File: src/rtl/fifo_rd_stream.sv
// fifo_rd_stream: read-side drain engine for the async FIFO.
// Pops first-word-fall-through words from the FIFO read port and presents
// them as a registered valid/ready stream through a 2-entry skid buffer.
// The FIFO pop strobe depends only on rempty and registered occupancy, so
// m_ready never reaches rinc combinationally.
// Optional feature: define FIFO_RD_STREAM_CNT_EN to implement the
// delivered-word counter on word_cnt; otherwise word_cnt is tied to 0.
module fifo_rd_stream #(
   parameter int DSIZE = 6,
   parameter int CNTW  = 16
) (
   input  logic             rclk,
   input  logic             rrst,
   input  logic [DSIZE-1:0] rdata,
   input  logic             rempty,
   output logic             rinc,
   output logic [DSIZE-1:0] m_data,
   output logic             m_valid,
   input  logic             m_ready,
   output logic [CNTW-1:0]  word_cnt
);

   typedef enum logic [1:0] {
      EMPTY = 2'd0,
      ONE   = 2'd1,
      TWO   = 2'd2
   } state_t;

   state_t           state;
   state_t           state_next;
   logic [DSIZE-1:0] e0;
   logic [DSIZE-1:0] e1;
   logic [DSIZE-1:0] e0_next;
   logic [DSIZE-1:0] e1_next;
   logic             pop;
   logic             xfer;

   // Pop whenever the FIFO has a word and the skid buffer has a free slot.
   assign rinc    = ~rrst & ~rempty & (state != TWO);
   assign pop     = rinc;
   assign m_valid = (state != EMPTY);
   assign m_data  = e0;
   assign xfer    = m_valid & m_ready;

   // Occupancy register and buffer entries; reset discards buffered words.
   always_ff @(posedge rclk or posedge rrst) begin
      if (rrst) begin
         state <= EMPTY;
         e0    <= '0;
         e1    <= '0;
      end else begin
         state <= state_next;
         e0    <= e0_next;
         e1    <= e1_next;
      end
   end

   // Next occupancy and entry contents from pop/transfer combination.
   always_comb begin
      state_next = state;
      e0_next    = e0;
      e1_next    = e1;
      case (state)
         EMPTY: begin
            if (pop) begin
               state_next = ONE;
               e0_next    = rdata;
            end
         end
         ONE: begin
            if (pop && xfer) begin
               e0_next = rdata;
            end else if (pop) begin
               state_next = TWO;
               e1_next    = rdata;
            end else if (xfer) begin
               state_next = EMPTY;
            end
         end
         TWO: begin
            // rinc is low here, so only a downstream transfer moves data
            if (xfer) begin
               state_next = ONE;
               e0_next    = e1;
            end
         end
         default: begin
            state_next = EMPTY;
         end
      endcase
   end

`ifdef FIFO_RD_STREAM_CNT_EN
   logic [CNTW-1:0] cnt;

   // Delivered-word counter, wraps naturally at 2^CNTW.
   always_ff @(posedge rclk or posedge rrst) begin
      if (rrst) begin
         cnt <= '0;
      end else if (xfer) begin
         cnt <= cnt + CNTW'(1);
      end
   end

   assign word_cnt = cnt;
`else
   assign word_cnt = '0;
`endif

endmodule

File: config.mk
export PLATFORM = sky130hd
export DESIGN_NAME = fifo_rd_stream
export DESIGN_NICKNAME = d
export VERILOG_FILES = /design/src/rtl/fifo_rd_stream.sv
export SDC_FILE = /design/constraint.sdc
export NUM_CORES = 1
export LEC_CHECK = 0
export BUFFER_PORTS_ARGS = -buffer_cell sky130_fd_sc_hd__buf_4
export CORE_ASPECT_RATIO = 1.25
export CORE_UTILIZATION = 50
export DETAILED_ROUTE_END_ITERATION = 10
export PLACE_DENSITY = 0.83
export SETUP_SLACK_MARGIN = 0.02
export SLEW_MARGIN = 20
export SYNTH_ARGS = -nofsm -noshare
export SYNTH_HDL_FRONTEND = slang
export SYNTH_SLANG_ARGS = --single-unit
export TNS_END_PERCENT = 5
File: constraint.sdc
create_clock -name rclk -period 4.6 [get_ports rclk]
set_clock_uncertainty 0.2 [all_clocks]
set_input_delay 0.92 -clock rclk [delete_from_list [all_inputs] [get_ports rclk]]
set_output_delay 0.92 -clock rclk [all_outputs]
set_load 0.1 [all_outputs]
-- Word-level counts from Yosys, hierarchy flattened
Index checks and enable logic that the tools add are counted.
- bits in registers: 14
- latch bits: 0
- RAM bits: 0
- ROM bits: 0
- input port bits: 10
- output and inout bits: 24
- word-level logic and storage cells: 34
- memories: 0
- add/subtract/negate cells: 0
- multipliers: 0
- div/mod/pow operators: 0
- magnitude comparators: 0
- equal/unequal tests: 8
- shift-type cells: 0
- multiplexer cells: 10
- bitwise logic cells: 6
- reductions and logical operators: 7
- operators by type and width (kind ; number):
    6-bit 2-to-1 mux ; 3
    6-bit case mux with 3 select lines ; 1
    2-bit 2-to-1 mux ; 5
    2-bit != test, second input constant ; 5
    4-bit AND reduction ; 2
    2-bit case mux with 3 select lines ; 1
    1-bit AND ; 3
    3-bit != test, second input constant ; 1
    1-bit inverter ; 3
    3-bit AND reduction ; 1
    3-bit nonzero test ; 1
    2-bit by 1-bit == test with 1-bit output, second input constant ; 1
    2-bit == test, second input constant ; 1
    2-bit zero test ; 1
    2-bit nonzero test ; 1
    1-bit logical AND ; 1

-- Logic depth before layout (Yosys ltp)
Gate-level depths: netlist (run 1).
- depth in word-level cells: 6
- gate-level depth with buffers: 4
- mapped depth without buffers: 3

-- Worst setup path before layout (run 1)
No wires, ideal clock.
- kind: input port to output port
- start point: input port rempty
- end point: output port rinc
- arrival time: 3.018 ns
- required time: 3.480 ns
- slack: 0.462 ns
- stages: 1
- buffers on the path: 0
- path through: nor3_1
- word-level cells in the longest chain between the ends: 3
- ends and longest elaborated chain (element ; RTL line ; text):
    start: declaration ; 15 ; input logic rempty,
    1-bit inverter ; 39 ; assign rinc = ~rrst & ~rempty & (state != TWO);
    1-bit AND (2 in series) ; 39 ;
    end: declaration ; 16 ; output logic rinc,
Every way passes these cells.

-- Worst setup path in the final report (run 1)
Ends and elaborated chain as after synthesis.

==> results of run 1 <==
==> sequential cells by signal, summed over array words and instances (netlist names) <==
signal	flops
m_data	6
e1	6
state	2
==> routing by layer <==
layer / up-vias / part of all wire (%)
met2: 22 / 51
met1: 250 / 45
met4: 0 / 0.76
met5: - / 0
met3: 2 / 4.1
li1: 232 / -
==> critical path, stage by stage <==
cell and delay, ps:
sky130_fd_sc_hd__buf_4 130, sky130_fd_sc_hd__nor3_1 180, sky130_fd_sc_hd__buf_4 320
==> logic make-up after synthesis <==
| logic type | synth area share [%] |
|---|---|
| AOI/OAI and AO/OA | 3.97 |
| buffers and inverters | 16.5 |
| DFF | 42.7 |
| muxes | 28.7 |
| other | 0.458 |
| and+or+nand+nor | 7.63 |
==> final cells by class <==
cell class                 instances  area share (%)
multi-input combinational         49            42.6
clock buffer                       3            2.46
inverter                           1           0.409
timing repair buffer              17            13.9
sequential                        14            38.2
tap                               18            2.46
==> path summary, 6_finish.rpt <==
| path | startpoint | end | slack, ps | cells after the start |
|---|---|---|---|---|
| hold / removal | e1[4] | e1[4] | 310 | 1 |
| min in group asynchronous | rrst | e1[4] | 530 | 2 |
| max in group asynchronous | rrst | m_data[1] | 3310 | 2 |
| hold reg to reg | e1[4] | e1[4] | 310 | 1 |
| setup reg to reg | state[0] | m_data[3] | 2810 | 3 |
| setup / recovery | rempty | rinc | 1930 | 3 |
==> cells in the mapped netlist <==
library cell	number
sky130_fd_sc_hd__buf_6	1
sky130_fd_sc_hd__nor3_1	2
sky130_fd_sc_hd__mux2_2	12
sky130_fd_sc_hd__nor4b_1	1
sky130_fd_sc_hd__nand2_1	1
sky130_fd_sc_hd__buf_4	16
sky130_fd_sc_hd__o21ai_0	1
sky130_fd_sc_hd__mux2_4	6
sky130_fd_sc_hd__nor2b_4	1
sky130_fd_sc_hd__nor4_1	1
sky130_fd_sc_hd__nor2_1	2
sky130_fd_sc_hd__a211o_4	1
sky130_fd_sc_hd__a21oi_1	2
sky130_fd_sc_hd__mux2i_1	1
sky130_fd_sc_hd__dfrtp_1	14
sky130_fd_sc_hd__conb_1	1
sky130_fd_sc_hd__or2_2	1
sky130_fd_sc_hd__inv_1	1
sky130_fd_sc_hd__nor2b_1	1
==> power groups by stage <==
stage | sequential [mW] | combinational [mW] | clock, mW
floorplan | 0.302 | 0.152 | 0
global placement | 0.184 | 0.306 | 0
detailed placement | 0.188 | 0.309 | 0
CTS | 0.186 | 0.310 | 0.0681
global route | 0.190 | 0.319 | 0.0721
finish | 0.186 | 0.308 | 0.0653
==> per-stage QoR <==
| stage | power [mW] | hold WS [ps] | util (%) | worst slack (ps) |
|---|---|---|---|---|
| after CTS | 0.563 | 309 | 59.5 | 1920 |
| after floorplan | 0.454 | 274 | - | 462 |
| final | 0.559 | 309 | 59.5 | 1930 |
| after detailed placement | 0.497 | 292 | 58.0 | 1920 |
| after global placement | 0.490 | 281 | 58.0 | 1940 |
| after global routing | 0.582 | 323 | 59.5 | 1900 |
==> results.txt, run 1 <==
Endpoint required time on the critical path -> 3480 ps
Die W -> 38.2 um
Worst Setup Start Kind -> primary input
Result of the run -> completed
Footprint of the flip-flops and latches -> 350 um^2
Clock transition at the registers of the reported paths -> 80 ps
Area used by multi-input combinational logic -> 390 um^2
First drt pass iteration count -> 2
Most used routing layer in global routing -> met2
Synthesis-to-layout area growth -> 11.9%
Root buffer cell -> sky130_fd_sc_hd__clkbuf_4
Largest area contributor in the synthesized netlist -> sky130_fd_sc_hd__dfrtp_1
RSZ-0062 raised after global routing -> false
Average wire length per cell after detail routing -> 12.8 um
Final worst path period share -> 58.0%
Sequential cell area fraction in the yosys report -> 42.7%
Met3 demand-to-capacity share in global routing -> 2.84%
# port buffers -> 17
All-Layer GR Usage -> 15.5%
Via count of the first global-routing pass -> 432
Mapped cell area -> 820 um^2
Total negative slack -> 0 ps
DR vias/cell -> 4.96
Number of diodes added for antenna fixing -> 0
First-pass GRT wire length -> 1880 um
CTS tree -> built
Fraction of synthesized cell area taken by the top area cell type -> 42.7%
PD cells -> 610 nW/um^2
Combinational group share of total power -> 55.1%
Worst-Skew Late Latency -> 270 ps
Arrival time of data at the critical path endpoint -> 1550 ps
Number of max-capacitance violations reported -> 0
Number of instances in the placed design -> 99
Final GP Congestion -> 0.584
Final-layout fill cell count -> 130
H-Tree Depth -> 1
Sink Count -> 14
# Post-CTS Setup Buffers -> 0
Power Internal -> 271 uW
Share of power burned in the clock network -> 11.7%
Maximum count of clock buffers along a single path -> 2
Most frequent cells in the layout -> sky130_fd_sc_hd__buf_4 (17), sky130_fd_sc_hd__conb_1 (16), sky130_fd_sc_hd__dfrtp_1 (14)
Worst Hold Class -> flop to flop
Setup Crit Path Kind -> primary input to primary output
Total vias in the final route -> 506
Switching power -> 289 uW
Placeable core region -> 1540 um^2
Maximum resistive drop on vdd -> 341 uV
Number of rows created at floorplan -> 16
Static Leakage -> 0.450 nW
Largest net degree at the start of global routing -> 15
Commonest non-fill, non-tap cell in the layout -> sky130_fd_sc_hd__buf_4
Measured slew at the worst slew-check pin -> 547 ps
Initial antenna violation count -> 0
Unique cell type count in the Yosys netlist -> 19
Starting utilization of the core area -> 53.2%
Mean cell area of the mapped netlist -> 12.4 um^2
Number of routed nets with antenna violations -> 0
Io pins -> 34
Critical Path End Type -> primary output
Maximum clock frequency -> 375 MHz
Instance area at placement -> 895 um^2
Die Footprint -> 1810 um^2
Final setup vio count -> 0
Post-cts hold buffer count -> 0
Final critical path time including I/O delays and setup -> 2670 ps
Vertical extent of the die -> 47.3 um
Total count of hold-check failures in the final report -> 0
Cells after Synth -> 66
DRT iter0 DRCs -> 7
#FFs+latches synth -> 14
Largest fanout of any net on the critical path -> 5
GR Layer Usage met1 -> 19.6%
Routed Wire Length -> 1310 um
Sequential share of power -> 33.2%
Net count reported at finish -> 96
Number of warnings reported in the yosys synthesis log -> 0
DP HPWL -> 969 um
Post-route standard cell area excluding fillers -> 917 um^2
Number of buffers inserted during clock tree synthesis -> 3
Switch share -> 51.6%
Total grt overflow -> 0
Worst slew slack as a fraction of its limit -> 63.5%
M2 GR Usage -> 25.1%
Ranking of synthesized cells by area -> sky130_fd_sc_hd__dfrtp_1 (43%), sky130_fd_sc_hd__mux2_2 (16%), sky130_fd_sc_hd__buf_4 (15%)
Number of standard cells in the final layout excluding fillers -> 102
PostCTS Resize Cnt -> 0
Fraction of final layout cells with drive strength greater than 1 -> 48.8%
Max Slew Vio Count -> 0
DRC violation count after routing -> 0
(Power assumes the default switching activity.)
==> run 2, diff against run 1 <==
- ABC_AREA: default -> 1
- CORE_UTILIZATION: 50 -> 47
- PLACE_DENSITY: 0.83 -> 0.78
- clock period: 4.6 -> 2.6 ns (I/O delays scaled with it)
==> run 2 against run 1 <==
  * Routed wire length is 14% higher
  * Cell count is 38% higher
  * Clock-buffer cell count stayed put
  * Largest cell class unchanged
==> results.txt, run 2 <==
Number of instances in the placed design -> 138 (+39%)
Number of rows created at floorplan -> 16 (unchanged)
Number of max-capacitance violations reported -> 0 (unchanged)
Die W -> 40.1 um (+5.0%)
Buffering stage count on the worst path with inverters included -> 2 (unchanged)
Library cell with the highest instance count after synthesis -> sky130_fd_sc_hd__nand2_1
Setup Crit Path Kind -> flop to primary output
Mean cell area of the mapped netlist -> 8.13 um^2 (-35%)
Final GP Congestion -> 0.790 (+35%)
Ranking of synthesized cells by area -> sky130_fd_sc_hd__dfrtp_1 (41%), sky130_fd_sc_hd__nand2_1 (19%), sky130_fd_sc_hd__buf_4 (14%)
Io pins -> 34 (unchanged)
Total vias in the final route -> 640 (+26%)
Critical Path End Type -> primary output
Number of enable-type register cells in the synthesized netlist -> 0 (unchanged)
Metal2 WL -> 750 um (+13%)
Final setup vio count -> 0 (unchanged)
Maximum count of clock buffers along a single path -> 2 (unchanged)
Slowest-stage cell, CP -> sky130_fd_sc_hd__dfrtp_1
Result of the run -> completed
#FFs+latches synth -> 14 (unchanged)
H-Tree Depth -> 1 (unchanged)
Worst-case hold slack -> 105 ps (-204 ps)
Maximum clock frequency -> 470 MHz
Measured slew at the worst slew-check pin -> 535 ps (-11.7 ps)
Die Footprint -> 1990 um^2 (+10%)
Via count of the first global-routing pass -> 583 (+35%)
Reg2reg path depth -> 5 (+2)
Most frequent cells after synthesis -> sky130_fd_sc_hd__nand2_1 (43), sky130_fd_sc_hd__buf_4 (16), sky130_fd_sc_hd__dfrtp_1 (14), sky130_fd_sc_hd__nand3_1 (13), sky130_fd_sc_hd__nand2_4 (5)
Fraction of synthesized cell area taken by the top area cell type -> 41.1% (-1.7 points)
# port buffers -> 17 (unchanged)
Total count of hold-check failures in the final report -> 0 (unchanged)
Largest net degree at the start of global routing -> 15 (unchanged)
Length of routed wiring on met1 -> 666 um (+14%)
Clock transition at the registers of the reported paths -> 80 ps (about the same)
DR vias/cell -> 4.54 (-8.5%)
Final critical path time including I/O delays and setup -> 2130 ps
DP HPWL -> 1130 um (+16%)
All-Layer GR Usage -> 17.4% (+1.9 points)
Number of routed nets with antenna violations -> 0 (unchanged)
Number of warnings reported in the yosys synthesis log -> 0 (unchanged)
Most frequent cells in the layout -> sky130_fd_sc_hd__nand2_1 (43), sky130_fd_sc_hd__buf_4 (17), sky130_fd_sc_hd__conb_1 (16)
Max Slew Vio Count -> 0 (unchanged)
Highest Signal Layer -> met4
Unique cell type count in the Yosys netlist -> 15 (-4)
Cell-by-cell trace of the critical path -> inv_4 > nand2_4 > buf_4
Fraction of final layout cells with drive strength greater than 1 -> 27.6% (-21 points)
Number of buffers inserted during clock tree synthesis -> 3 (unchanged)
Average wire length per cell after detail routing -> 10.6 um (-17%)
Sequential cell area fraction in the yosys report -> 41.1% (-1.7 points)
Vertical extent of the die -> 49.6 um (+5.0%)
Net count reported at finish -> 135 (+41%)
Largest area contributor in the synthesized netlist -> sky130_fd_sc_hd__dfrtp_1
Largest fanout of any net on the critical path -> 10 (+5)
Total negative slack -> 0 ps (unchanged)
Worst-Skew Late Latency -> 270 ps (about the same)
Number of diodes added for antenna fixing -> 0 (unchanged)
Root buffer cell -> sky130_fd_sc_hd__clkbuf_4
Total grt overflow -> 0 (unchanged)
Initial antenna violation count -> 0 (unchanged)
Largest stage delay, worst path -> 670 ps (+350 ps)
Synthesis-to-layout area growth -> 11.9% (about the same)
Cells after Synth -> 105 (+59%)
Reg-to-reg endpoint -> m_data[3]
First drt pass iteration count -> 4 (+2)
Final worst path period share -> 81.7%
First-pass GRT wire length -> 2480 um (+32%)
Arrival time of data at the critical path endpoint -> 1410 ps (-140 ps)
Sink Count -> 14 (unchanged)
CTS tree -> built
Main flop type after synthesis -> sky130_fd_sc_hd__dfrtp_1
Worst Setup Start Kind -> flop
Instance area at placement -> 932 um^2 (+4.2%)
Placeable core region -> 1640 um^2 (+6.5%)
Post-cts hold buffer count -> 0 (unchanged)
Family with the most delay on the worst path -> flip-flops
RSZ-0062 raised after global routing -> false
Number of standard cells in the final layout excluding fillers -> 141 (+38%)
Post-route standard cell area excluding fillers -> 955 um^2 (+4.1%)
Async set-or-reset flop fraction in the synthesized netlist -> 100% (unchanged)
Mapped cell area -> 853 um^2 (+4.1%)
Slack of the worst reg-to-reg path -> 1130 ps (-1680 ps)
Source of the worst register-to-register timing path -> state[1]
Worst slew slack as a fraction of its limit -> 64.3% (+0.78 points)
Worst Hold Class -> primary input to async pin
Routed Wire Length -> 1500 um (+14%)
DRT iter0 DRCs -> 17 (+10)
Commonest non-fill, non-tap cell in the layout -> sky130_fd_sc_hd__nand2_1
Starting utilization of the core area -> 52.0% (-1.2 points)
PostCTS Resize Cnt -> 0 (unchanged)
Wire length on met3 -> 72 um (+36%)
# Post-CTS Setup Buffers -> 0 (unchanged)
Endpoint required time on the critical path -> 1880 ps (-1600 ps)
DRC violation count after routing -> 0 (unchanged)
-- run 2: cell types whose count changed after synthesis, moves of 2 or more --
| cell | before | now |
|---|---|---|
| sky130_fd_sc_hd__inv_4 | 0 | 2 |
| sky130_fd_sc_hd__nor2_4 | 0 | 2 |
| sky130_fd_sc_hd__nand2_4 | 0 | 5 |
| sky130_fd_sc_hd__nor2_1 | 2 | 0 |
| sky130_fd_sc_hd__mux2_4 | 6 | 0 |
| sky130_fd_sc_hd__mux2_2 | 12 | 0 |
| sky130_fd_sc_hd__nand3_1 | 0 | 13 |
| sky130_fd_sc_hd__nand2_1 | 1 | 43 |
| sky130_fd_sc_hd__nor3_1 | 2 | 0 |
-- run 2: layout make-up --
type | instances | area [um^2]
well taps | 18 | 22.5
multi-input cells | 83 | 403
inverters | 6 | 28.8
flip-flops and latches | 14 | 350
repair buffers | 17 | 128
fillers | 158 | 687
clock buffers | 3 | 22.5
-- run 2: through the flow --
| stage | util, % | worst slack (ps) |
|---|---|---|
| 5_1_grt | 58.2 | 400 |
| 3_3_place_gp | 56.8 | 635 |
| 6_report | 58.2 | 475 |
| 4_1_cts | 58.2 | 467 |
| 3_5_place_dp | 56.8 | 603 |
| 2_1_floorplan | - | 318 |
-- run 2: worst max path at each step --
stage	start	endpoint	slack, ps	cells after the start
after global placement	rempty	rinc	640	5
after floorplan	rempty	rinc	320	3
after CTS	state[1]	m_valid	470	3
final	state[1]	m_valid	470	3
after global routing	state[1]	m_valid	400	3
after detailed placement	rempty	rinc	600	5
-- run 2: cell families after synthesis --
logic type / Yosys count / share of synthesized area (%)
AOI/OAI and AO/OA: 2 / 1.17
and+or+nand+nor: 65 / 38.6
other: 1 / 0.439
DFF: 14 / 41.1
buffers and inverters: 23 / 18.8
-- run 2: routing by layer --
layer  vias up  global-route usage, %
met5         -                      0
met4         0                   5.75
met3         2                   2.70
met2        22                   25.8
met1       285                   25.0
li1        331                      -
Power of run 2 is not shown: default switching activity piles up to over one toggle a cycle in this logic, so the estimate is an artifact.
